## config.mk

```make
export PLATFORM = sky130hd
export DESIGN_NAME = carryadder8_arbiter
export DESIGN_NICKNAME = d
export VERILOG_FILES = /design/src/rtl/carryadder8_arbiter.sv
export SDC_FILE = /design/constraint.sdc
export NUM_CORES = 1
export LEC_CHECK = 0
export CAP_MARGIN = 20
export CORE_ASPECT_RATIO = 1.5
export CORE_MARGIN = 2
export CORE_UTILIZATION = 37
export CTS_CLUSTER_DIAMETER = 40
export CTS_CLUSTER_SIZE = 24
export DETAILED_ROUTE_END_ITERATION = 8
export PLACE_DENSITY = 0.76
export RECOVER_POWER = 50
export SYNTH_ARGS = -nofsm -noshare
export SYNTH_HDL_FRONTEND = slang
export SYNTH_SLANG_ARGS = --single-unit
export TNS_END_PERCENT = 10
```

## constraint.sdc

```tcl
create_clock -name aclk -period 1.9 [get_ports aclk]
set_clock_uncertainty 0.05 [all_clocks]
set_input_delay 0.38 -clock aclk [delete_from_list [all_inputs] [get_ports aclk]]
set_output_delay 0.38 -clock aclk [all_outputs]
set_load 0.1 [all_outputs]
```

## src/rtl/carryadder8_arbiter.sv

```systemverilog
// Round-robin front end that shares one carryadder8 among NUM_REQ requesters.
// It takes one operand set at a time, walks the adder through its
// enable / write / strobe handshake, waits for the adder to run and go idle
// again, then returns a one-cycle result pulse to the requester it granted.
// A watchdog turns an adder that never starts or never finishes into an
// error response, so a requester is never left waiting.
module carryadder8_arbiter #(
  parameter int NUM_REQ = 4,
  parameter int TIMEOUT = 16
) (
  input  logic                   aclk,
  input  logic                   aresetn,
  input  logic [NUM_REQ-1:0]     req_valid,
  input  logic [8*NUM_REQ-1:0]   req_addend0,
  input  logic [8*NUM_REQ-1:0]   req_addend1,
  input  logic [NUM_REQ-1:0]     req_carry,
  output logic [NUM_REQ-1:0]     req_ready,
  output logic [NUM_REQ-1:0]     rsp_valid,
  output logic [7:0]             rsp_sum,
  output logic                   rsp_carry,
  output logic                   rsp_zero,
  output logic                   rsp_error,
  output logic                   ca_enable,
  output logic                   ca_write,
  output logic                   ca_strobe,
  output logic                   ca_carryflag,
  output logic [7:0]             ca_addend0,
  output logic [7:0]             ca_addend1,
  input  logic [7:0]             ca_sum,
  input  logic                   ca_carry,
  input  logic                   ca_zero,
  input  logic                   ca_ready
);

  localparam int IW = (NUM_REQ > 1) ? $clog2(NUM_REQ) : 1;
  localparam int CW = $clog2(TIMEOUT + 1);

  localparam logic [3:0] ST_IDLE   = 4'd0;
  localparam logic [3:0] ST_ENABLE = 4'd1;
  localparam logic [3:0] ST_LOAD   = 4'd2;
  localparam logic [3:0] ST_CLEAR  = 4'd3;
  localparam logic [3:0] ST_STROBE = 4'd4;
  localparam logic [3:0] ST_START  = 4'd5;
  localparam logic [3:0] ST_RUN    = 4'd6;
  localparam logic [3:0] ST_DONE   = 4'd7;
  localparam logic [3:0] ST_ERR    = 4'd8;

  logic [3:0]         state_reg, state_next;
  logic               phase_reg, phase_next;   // second cycle of LOAD / CLEAR
  logic [CW-1:0]      wdog_reg, wdog_next;
  logic [IW-1:0]      ptr_reg;
  logic [IW-1:0]      gnt_reg;
  logic [7:0]         op_a_reg, op_b_reg;
  logic               op_c_reg;
  logic [NUM_REQ-1:0] rsp_valid_reg;
  logic [7:0]         rsp_sum_reg;
  logic               rsp_carry_reg, rsp_zero_reg, rsp_error_reg;

  logic [7:0]         a_arr [NUM_REQ];
  logic [7:0]         b_arr [NUM_REQ];
  logic [NUM_REQ-1:0] gnt_onehot;
  logic               grant_found;
  logic [IW-1:0]      grant_idx;
  logic               grant_fire;
  logic               wdog_expired;

  // Unpack the flat operand buses and decode the held grant index.
  generate
    for (genvar gi = 0; gi < NUM_REQ; gi++) begin : g_req
      assign a_arr[gi]      = req_addend0[8*gi +: 8];
      assign b_arr[gi]      = req_addend1[8*gi +: 8];
      assign gnt_onehot[gi] = (gnt_reg == IW'(gi));
      // Accept pulse is gated by reset so nothing is accepted while held in reset.
      assign req_ready[gi]  = grant_fire && (grant_idx == IW'(gi));
    end
  endgenerate

  // Round-robin search: start one past the last winner and wrap.
  always_comb begin
    int cand_int;
    logic [IW-1:0] cand;
    grant_found = 1'b0;
    grant_idx   = '0;
    cand_int    = 0;
    cand        = '0;
    for (int k = 1; k <= NUM_REQ; k++) begin
      cand_int = (int'(ptr_reg) + k) % NUM_REQ;
      cand     = IW'(cand_int);
      if (!grant_found && req_valid[cand]) begin
        grant_found = 1'b1;
        grant_idx   = cand;
      end
    end
  end

  assign grant_fire   = aresetn && (state_reg == ST_IDLE) && grant_found;
  assign wdog_expired = (wdog_reg == CW'(TIMEOUT - 1));

  // Sequencer next state: fixed-length handshake phases, then adder-paced waits.
  always_comb begin
    state_next = state_reg;
    phase_next = 1'b0;
    wdog_next  = wdog_reg;
    case (state_reg)
      ST_IDLE:   if (grant_found) state_next = ST_ENABLE;
      ST_ENABLE: state_next = ST_LOAD;
      ST_LOAD: begin
        phase_next = ~phase_reg;
        if (phase_reg) begin
          state_next = ST_CLEAR;
          phase_next = 1'b0;
        end
      end
      ST_CLEAR: begin
        phase_next = ~phase_reg;
        if (phase_reg) begin
          state_next = ST_STROBE;
          phase_next = 1'b0;
        end
      end
      ST_STROBE: begin
        state_next = ST_START;
        wdog_next  = '0;
      end
      ST_START: begin
        wdog_next = wdog_reg + CW'(1);
        if (!ca_ready)         state_next = ST_RUN;
        else if (wdog_expired) state_next = ST_ERR;
      end
      ST_RUN: begin
        wdog_next = wdog_reg + CW'(1);
        if (ca_ready)          state_next = ST_DONE;
        else if (wdog_expired) state_next = ST_ERR;
      end
      ST_DONE:   state_next = ST_IDLE;
      ST_ERR:    state_next = ST_IDLE;
      default:   state_next = ST_IDLE;
    endcase
  end

  // State, grant bookkeeping, operand capture and registered response.
  always_ff @(posedge aclk or negedge aresetn) begin
    if (!aresetn) begin
      state_reg     <= ST_IDLE;
      phase_reg     <= 1'b0;
      wdog_reg      <= '0;
      ptr_reg       <= IW'(NUM_REQ - 1);
      gnt_reg       <= '0;
      op_a_reg      <= '0;
      op_b_reg      <= '0;
      op_c_reg      <= 1'b0;
      rsp_valid_reg <= '0;
      rsp_sum_reg   <= '0;
      rsp_carry_reg <= 1'b0;
      rsp_zero_reg  <= 1'b0;
      rsp_error_reg <= 1'b0;
    end else begin
      state_reg     <= state_next;
      phase_reg     <= phase_next;
      wdog_reg      <= wdog_next;
      rsp_valid_reg <= '0;
      if (state_reg == ST_IDLE && grant_found) begin
        gnt_reg  <= grant_idx;
        ptr_reg  <= grant_idx;
        op_a_reg <= a_arr[grant_idx];
        op_b_reg <= b_arr[grant_idx];
        op_c_reg <= req_carry[grant_idx];
      end
      if (state_reg == ST_DONE) begin
        rsp_valid_reg <= gnt_onehot;
        rsp_sum_reg   <= ca_sum;
        rsp_carry_reg <= ca_carry;
        rsp_zero_reg  <= ca_zero;
        rsp_error_reg <= 1'b0;
      end else if (state_reg == ST_ERR) begin
        rsp_valid_reg <= gnt_onehot;
        rsp_sum_reg   <= '0;
        rsp_carry_reg <= 1'b0;
        rsp_zero_reg  <= 1'b0;
        rsp_error_reg <= 1'b1;
      end
    end
  end

  assign ca_enable    = (state_reg != ST_IDLE);
  assign ca_write     = (state_reg == ST_LOAD);
  assign ca_strobe    = (state_reg == ST_STROBE);
  assign ca_addend0   = op_a_reg;
  assign ca_addend1   = op_b_reg;
  assign ca_carryflag = op_c_reg;

  assign rsp_valid = rsp_valid_reg;
  assign rsp_sum   = rsp_sum_reg;
  assign rsp_carry = rsp_carry_reg;
  assign rsp_zero  = rsp_zero_reg;
  assign rsp_error = rsp_error_reg;

endmodule

```

* Yosys cells after proc, flatten, opt, wreduce, memory -nomap -nowiden
Cells that the tools add are included.
** Storage, ports and cells
- Bits in registers :: 46
- Input bits :: 85
** Cells by class
- Add/sub/neg operators :: 5
- $lt $le $gt $ge :: 6
- Equality and inequality tests :: 18
- Muxes and demuxes :: 43
- Bitwise operators :: 2
- Reductions and logical operators :: 22
** Operator list (number)
- 8-bit 2-to-1 mux :: 6
- 8-bit binary-select mux with 2-bit select :: 2
- 4-bit 2-to-1 mux :: 8
- 4-bit one-hot mux with 7 select lines :: 1
- 4-bit by 3-bit == test with 1-bit output (second input constant) :: 4
- 1-bit 2-to-1 mux :: 16
- 2-bit by 3-bit less-than comparator with 1-bit output (second input constant) :: 5
- 1-bit binary-select mux with 2-bit select :: 5
- 1-bit logical AND :: 10
- 5-bit one-hot mux with 2 select lines :: 1
- 2-bit == test (second input constant) :: 4
- 4-bit by 2-bit == test with 1-bit output (second input constant) :: 2
- 2-bit 2-to-1 mux :: 4
- 5-bit by 1-bit adder with 5-bit output (second input constant) :: 1
- 5-bit by 4-bit == test with 1-bit output (second input constant) :: 1
- 2-bit by 1-bit adder with 2-bit output (second input constant) :: 2
- 2-bit adder (second input constant) :: 2
- 2-bit by 1-bit == test with 1-bit output (second input constant) :: 2
- 4-bit by 1-bit == test with 1-bit output (second input constant) :: 1
- 4-bit == test (second input constant) :: 1
- 2-bit zero test :: 2
- 4-bit zero test :: 1
- 2-bit != test (second input constant) :: 2
- 2-bit nonzero test :: 2
- 8 further kinds :: 11

* Logic depth before layout (Yosys ltp)
Gate-level depths: netlist (run 1).
- Word-level depth :: 17
- Depth in mapped cells :: 7
- Mapped depth without buffers :: 7

* Worst setup path before layout (run 1)
OpenSTA, ideal clock, no wires.
- Kind :: reg-to-output
- Start point :: register state_reg[3]
- End point :: output port ca_strobe
- Data arrival time :: 2.890 ns
- Data required time :: 1.470 ns
- Path slack :: -1.420 ns
- Stages on the path, launching flop included :: 5
- Buffers on the path :: 2
- Cell sequence :: dfrtp_1 -> buf_2 -> nand2b_1 -> clkbuf_1 -> nor3_1
** On the way
- Word-level cells in the longest chain between the ends :: 1
** Ends and longest elaborated chain
- start, declared :: RTL line 48 : logic [3:0] state_reg, state_next;
- start signal, assigned :: RTL line 158 : state_reg <= state_next;
- 4-bit by 3-bit == test with 1-bit output :: RTL line 187 : assign ca_strobe = (state_reg == ST_STROBE);
- end, declared :: RTL line 25 : output logic ca_strobe,
Every way passes these cells.

* Final worst setup path (run 1)
- Start point :: register ptr_reg[1]
- End point :: output port req_ready[2]
** On the way
- Word-level cells in the longest chain between the ends :: 15
** Ends and longest elaborated chain
- start, declared :: RTL line 51 : logic [IW-1:0] ptr_reg;
- start signal, assigned :: RTL line 147 : ptr_reg <= IW'(NUM_REQ - 1);
- start signal, assigned :: RTL line 164 : ptr_reg <= grant_idx;
- 2-bit by 1-bit adder with 2-bit output :: RTL line 87 : cand_int = (int'(ptr_reg) + k) % NUM_REQ;
- 1-bit binary-select mux with 2-bit select :: RTL line 89 : if (!grant_found && req_valid[cand]) begin
- 1-bit 2-to-1 mux (not written as such) :: RTL line 89
- 1-bit 2-to-1 mux :: RTL line 89
- 1-bit zero test :: RTL line 89
- 1-bit logical AND :: RTL line 89
- 1-bit 2-to-1 mux :: RTL line 89
- 1-bit zero test :: RTL line 89
- 1-bit logical AND :: RTL line 89
- 1-bit 2-to-1 mux :: RTL line 89
- 1-bit zero test :: RTL line 89
- 1-bit logical AND :: RTL line 89
- 2-bit 2-to-1 mux / 1-bit 2-to-1 mux (equally long branches) :: RTL line 89
- 2-bit == test / 1-bit logical AND (equally long branches) :: RTL line 74, 96
- 1-bit logical AND * :: RTL line 74 : assign req_ready[gi] = grant_fire && (grant_idx == IW'(gi));
- end, declared :: RTL line 17 : output logic [NUM_REQ-1:0] req_ready,
Every way passes the cells marked *; elsewhere a longest branch is shown, timed or not. The select of a mux whose other input is x is not followed.

==> impl_metrics.ini, run 1 <==
[run_status]
outcome = complete, but fails checks
failed_checks = negative setup slack

[die]
die_area_um2 = 7820
initial_utilization_pct = 38.2
placeableCoreArea_um2 = 6900
die_width_um = 72.9
die_h_um = 107
io_pins = 124
placement_rows = 37

[placement]
placed_cell_area_um2 = 4480
numPortBuffers = 123
detailed_placement_wirelength_estimate_mm = 6.65
finalWeightedCongestion = 0.856

[global_routing]
global_route.usage.total_pct = 24.0
grt_pass1_vias = 3066
antenna_found_initial = 0
grt_start_max_net_pins = 26
global_route.overflow_total = 0
grt_first_pass_wirelength_mm = 14.4

[worst_setup_path]
cp.buffers_inverters = 2
worstPathCellList = buf_2 -> a21o_1 -> a211oi_4 -> and3_4 -> buf_12
cp_slowest_stage_delay_ps = 390
critPathKind = reg2out
reg2reg_setup_slack_ps = -20
cp.required_ps = 1470
worst-endpoint-arrival_ps = 1700
path_delay_family = compound AO/OA/AOI/OAI gates
timing.critical_path.slowest_stage_cell = dfstp_2
crit_path_start_kind = flip-flop
cp-end-kind = output port
cp_max_fo = 5

[logic_synthesis]
synthesis.area_um2 = 2630
yosys.cell_types.count = 54
postSynthCellCount = 282
yosys_warnings = 0
dominant_combinational_cell_family_by_area_after_synthesis = compound AO/OA/AOI/OAI gates
synth-seq-area-share_pct = 43.8
synth-simple-area-share_pct = 19.2
synth_compound_gate_area_share_pct = 28.5
number_of_flip_flops_and_latches_in_the_synthesized_netlist = 46
post_synth_xor_area_fraction_pct = 0
synth_commonest_cells = dfrtp_1 (44), nand2_1 (33), nor2_1 (29), o21ai_0 (23)
synth_mux_area_share_pct = 0.380
synth_area_leaders = dfrtp_1 (42%), a221oi_1 (5.7%), nand2_1 (4.7%)
yosys.area.top_type_share_pct = 41.8
synth-edff-count = 0
asyncSetResetFlopFracSynth_pct = 100
yosys.area_share.adder_pct = 1.71
synthMostInstantiatedCell = dfrtp_1
syn-num-nets = 369
synth_ff_type = dfrtp_1
dominant_cell_type_by_area_after_synthesis = dfrtp_1
synthesis.area_per_instance_um2 = 9.34

[clocking]
tritoncts_clock_tree = yes
clkSlewWorstSetupHoldPaths_ps = 100
cts_root_buffer = clkbuf_8
sink_count = 46
htreeDepth = 2
clock_latency_of_the_later_clocked_register_in_the_worst_skew_pair_ps = 320
cts_max_path_buffers = 2
tritoncts.num_buffers = 5

[sta]
rsz0062_at_grt = true
postLayoutSetupSlackWorst_ps = -226
maxSlewHeadroom_pct = 49.0
fmaxAchievable_mhz = 470
final-max-slew-violation-count = 0
finalCritPeriodShare_pct = 112
final_hold_viol_count = 0
setup_viol = 9
max_slew.worst_pin.slew_ps = 764
finalWorstPathRequiredPeriod_ps = 2130

[route]
wl_per_cell_um = 17.2
detail_route.first_pass.iterations = 4
routed_wl_mm = 8.76
vias_per_cell = 5.71
drc = 0
drt_first_iter_violations = 142
vias = 2910
detail-route-antenna-nets = 0

[power_and_ir_drop]
share_seq_of_total_power_pct = 20.8
power_density_nw_per_um2 = 1980
power_switching_uw = 4930
worst_ir_drop_vdd_mv = 0.922
total_leakage_power_uw = 0.00196
p_int_uw = 4180
switching_share_pct = 54.2
comb_power_share_pct = 72.0
pwr-share-clk_pct = 7.2

[layout]
finalCoreUtilization_pct = 66.7
multi_input_logic_area_um2 = 1400
nNetsFinal = 518
diodes = 0
nFillCells = 543
final_design_area_no_fill_um2 = 4600
ff_latch_area_um2 = 1160
syn2layout_area_growth_pct = 74.7
fraction_of_final_layout_cells_sized_beyond_drive_strength_1_pct = 26.9

[worst_hold_path]
worst_hold_path_type = in2async

[run]
max_cap_viol_count = 0
[metal layers]
layer / share of wire (%) / wire (µm) / GRT usage [%] / vias to the layer above
met5: 0 / 0 / 0 / -
met4: 3.5 / 308 / 12.7 / 0
met3: 5.0 / 436 / 5.24 / 25
met2: 56 / 4870 / 42.6 / 116
met1: 36 / 3150 / 25.9 / 1420
li1: - / - / - / 1349
[layout by cell type, fill, tap and decap left out, drive strengths merged, types with 4 or more instances in the layout]
| cell | synthesis | final |
|---|---|---|
| o21ai | 23 | 23 |
| nand2b | 6 | 6 |
| nor3 | 7 | 7 |
| buf | 20 | 76 |
| nor2b | 4 | 4 |
| a21oi | 9 | 9 |
| dlygate4sd2 | 0 | 4 |
| nor2 | 29 | 29 |
| and3 | 5 | 5 |
| a31oi | 17 | 17 |
| a22o | 11 | 11 |
| dfrtp | 44 | 44 |
| clkdlybuf4s50 | 0 | 79 |
| inv | 5 | 6 |
| nand2 | 33 | 33 |
| clkbuf | 5 | 12 |
| a221oi | 18 | 18 |
[kinds of logic (layout without fill, tap and decap cells)]
kind of cell	count (synthesis)	after routing
AND/OR/NAND/NOR	101	101
AO/OA/AOI/OAI	100	100
flip-flops	46	46
buffers and inverters	30	180
adder cells (fa/ha/maj)	4	4
multiplexers	1	1
[final cells by class]
| cell class | count | share of cell area, % |
|---|---|---|
| sequential | 46 | 25.1 |
| clock buffer | 5 | 1.50 |
| tap | 78 | 2.12 |
| multi-input combinational | 206 | 30.4 |
| timing repair buffer | 167 | 40.0 |
| clock inverter | 3 | 0.544 |
| inverter | 5 | 0.408 |
[metrics by stage]
| stage | setup TNS [ps] | power (µW) | instances | setup slack [ps] | hold WS, ps |
|---|---|---|---|---|---|
| 6_report | -1080 | 9110 | 510 | -226 | 86.3 |
| 5_1_grt | -3300 | 9560 | 510 | -308 | 91.0 |
| 4_1_cts | -1080 | 9250 | 508 | -239 | 79.7 |
| 3_5_place_dp | -11460 | 8460 | 493 | -563 | 228 |
| 3_3_place_gp | -10300 | 8330 | 493 | -463 | 226 |
| 2_1_floorplan | -490 | 6010 | 282 | -126 | 34.4 |
[what timing repair did]
action | in CTS | in global routing
endpoints found under the setup margin | 25 | 39
hold buffers | 1 | 0
hold endpoints to repair | 4 | 0
setup buffers | 6 | 2
pin swaps | 6 | 1
gates resized for setup | 14 | 5
[power by group through the flow]
stage	Clock, µW	Sequential, µW	Combinational (µW)
2_1_floorplan	0	3930	2080
3_3_place_gp	0	1940	6390
3_5_place_dp	0	1970	6480
4_1_cts	665	1920	6670
5_1_grt	705	1960	6890
6_report	653	1900	6560
[final timing paths]
kind | from | end | cells past startpoint
min in group aclk | gnt_reg[0]$_DFFE_PN0P_ | rsp_valid[0]$_DFF_PN0_ | 1
worst min register to register | gnt_reg[0]$_DFFE_PN0P_ | rsp_valid[0]$_DFF_PN0_ | 1
worst max-delay path | ptr_reg[1]$_DFFE_PN1P_ | req_ready[2] | 5
max in group asynchronous | aresetn | ca_addend1[3]$_DFFE_PN0P_ | 2
worst max register to register | ptr_reg[1]$_DFFE_PN1P_ | ca_addend1[5]$_DFFE_PN0P_ | 5
worst min-delay path | aresetn | ptr_reg[0]$_DFFE_PN1P_ | 1
No activity file was read; power rests on OpenSTA's default activity.
==> run 2: changes to the inputs <==
CORE_MARGIN = unset   (was 2)
==> run 2 against run 1 <==
  * The run ends with design-rule violations, negative setup slack left
  * Critical endpoint is now req_ready[0]
  * First-iteration DRC count grew 33%
  * Sequential share of layout area decreased by 0.28 points
  * Via count decreased by 1.7%
  * Non-clock buffer count is 1 higher
==> impl_metrics.ini, run 2 (same netlist as run 1, synthesis figures left out) <==
[run]
max_cap_viol_count = 0

[route]
routed_wl_mm = 8.86
drt_first_iter_violations = 189
drc = 18
detail-route-antenna-nets = 0
vias_per_cell = 5.60
detail_route.first_pass.iterations = 7
vias = 2860
wl_per_cell_um = 17.3

[worst_setup_path]
worst-endpoint-arrival_ps = 1730
crit_path_start_kind = flip-flop
reg2reg_depth = 5
path_delay_family = flip-flops
cp.buffers_inverters = 2
crit-reg2reg-capture = ca_addend0[6]$_DFFE_PN0P_
reg2reg_setup_slack_ps = -40
regToRegStartpoint = ptr_reg[1]$_DFFE_PN1P_
cp.required_ps = 1470
cp-end-kind = output port
worstPathCellList = buf_12 -> and3b_2 -> a311o_1 -> and3_4 -> buf_12
cp_max_fo = 5
timing.critical_path.slowest_stage_cell = dfstp_2
cpMostUsedCell = buf_12
critPathKind = reg2out
cp_slowest_stage_delay_ps = 580

[placement]
finalWeightedCongestion = 0.849
placed_cells = 495
numPortBuffers = 123
detailed_placement_wirelength_estimate_mm = 6.48

[power_and_ir_drop]
power_switching_uw = 4930
worst_ir_drop_vdd_mv = 0.997
p_int_uw = 4220
share_seq_of_total_power_pct = 20.8
power_density_nw_per_um2 = 1970
comb_power_share_pct = 72.2
total_leakage_power_uw = 0.00199
switching_share_pct = 53.9
pwr-share-clk_pct = 7.0

[clocking]
sink_count = 46
clock_latency_of_the_later_clocked_register_in_the_worst_skew_pair_ps = 300
cts_root_buffer = clkbuf_8
cts_max_path_buffers = 2
htreeDepth = 2
tritoncts_clock_tree = yes
tritoncts.num_buffers = 5
clkSlewWorstSetupHoldPaths_ps = 90

[global_routing]
grt_start_max_net_pins = 30
global_route.overflow_total = 0
grt_pass1_vias = 3018
antenna_found_initial = 0
met2_usage_pct = 45.7
grt_first_pass_wirelength_mm = 14.3
global_route_met3_utilization_pct = 5.45
grt_most_used_layer = met2
global_route.usage.total_pct = 24.6
grtUsageMet1_pct = 25.7

[layout]
syn2layout_area_growth_pct = 76.3
nNetsFinal = 519
layout_common_cells = clkdlybuf4s50_1 (79), dfrtp_1 (44), buf_4 (41)
stdcell_count = 511
fraction_of_final_layout_cells_sized_beyond_drive_strength_1_pct = 27.5
most_common_cell_after_layout_fill_and_taps_aside = clkdlybuf4s50_1
diodes = 0

[run_status]
failed_checks = design-rule violations, negative setup slack
outcome = complete, but fails checks

[die]
initial_utilization_pct = 38.4
die_h_um = 105
io_pins = 124
placeableCoreArea_um2 = 6850
die_area_um2 = 7470
placement_rows = 37
die_width_um = 70.9

[worst_hold_path]
worst_hold_path_type = in2async

[sta]
final-max-slew-violation-count = 0
fin_hold_ws_ps = 92.0
final_hold_viol_count = 0
postLayoutSetupSlackWorst_ps = -256
tns_ps = -1190
fmaxAchievable_mhz = 464
maxSlewHeadroom_pct = 49.5
finalCritPeriodShare_pct = 113
finalWorstPathRequiredPeriod_ps = 2160
setup_viol = 20
max_slew.worst_pin.slew_ps = 757
rsz0062_at_grt = true
## run 2: area by class of cell
cell class	count	area [µm²]
timing repair buffer	168	1880
tap	78	97.6
multi-input combinational	206	1400
inverter	5	18.8
sequential	46	1150
clock inverter	2	12.5
clock buffer	6	82.6
fill	522	2210
## run 2: power by group through the flow
stage	clock network [µW]	logic [µW]	registers, µW
after floorplan	0	2080	3930
after global placement	0	6370	1940
after detailed placement	0	6460	1970
after CTS	656	6670	1920
after global routing	690	6920	1960
final	642	6610	1910
## run 2: layer usage
metal | wire [µm] | vias to the layer above
met5 | 0 | -
met2 | 4840 | 117
li1 | - | 1347
met3 | 501 | 28
met1 | 3220 | 1368
met4 | 296 | 0
## run 2: metrics by stage
step                instance area [µm²]  util (%)  power (µW)  worst slack [ps]
floorplan                          2740         -        6010              -126
global placement                   4490      65.6        8310              -451
detailed placement                 4490      65.6        8430              -537
CTS                                4680      68.3        9250              -251
global route                       4640      67.8        9580              -289
finish                             4640      67.8        9160              -256
## run 2: repair_timing
action,4_1_cts,5_1_grt
pin swaps,5,6
hold buffers,1,0
hold endpoints to repair,3,0
buffers inserted,6,1
setup endpoints to repair,26,39
gates resized for setup,11,10
## run 2: how the worst max path moves through the flow
stage          slack (ps)                    from  cells after the start                   endpoint
3_5_place_dp         -540            req_valid[1]                      5  ca_addend1[1]$_DFFE_PN0P_
4_1_cts              -250  ptr_reg[1]$_DFFE_PN1P_                      5               req_ready[0]
5_1_grt              -290  ptr_reg[1]$_DFFE_PN1P_                      5               req_ready[0]
2_1_floorplan        -130            req_valid[1]                      5               req_ready[2]
3_3_place_gp         -450            req_valid[3]                      6               req_ready[2]
6_report             -260  ptr_reg[1]$_DFFE_PN1P_                      5               req_ready[0]
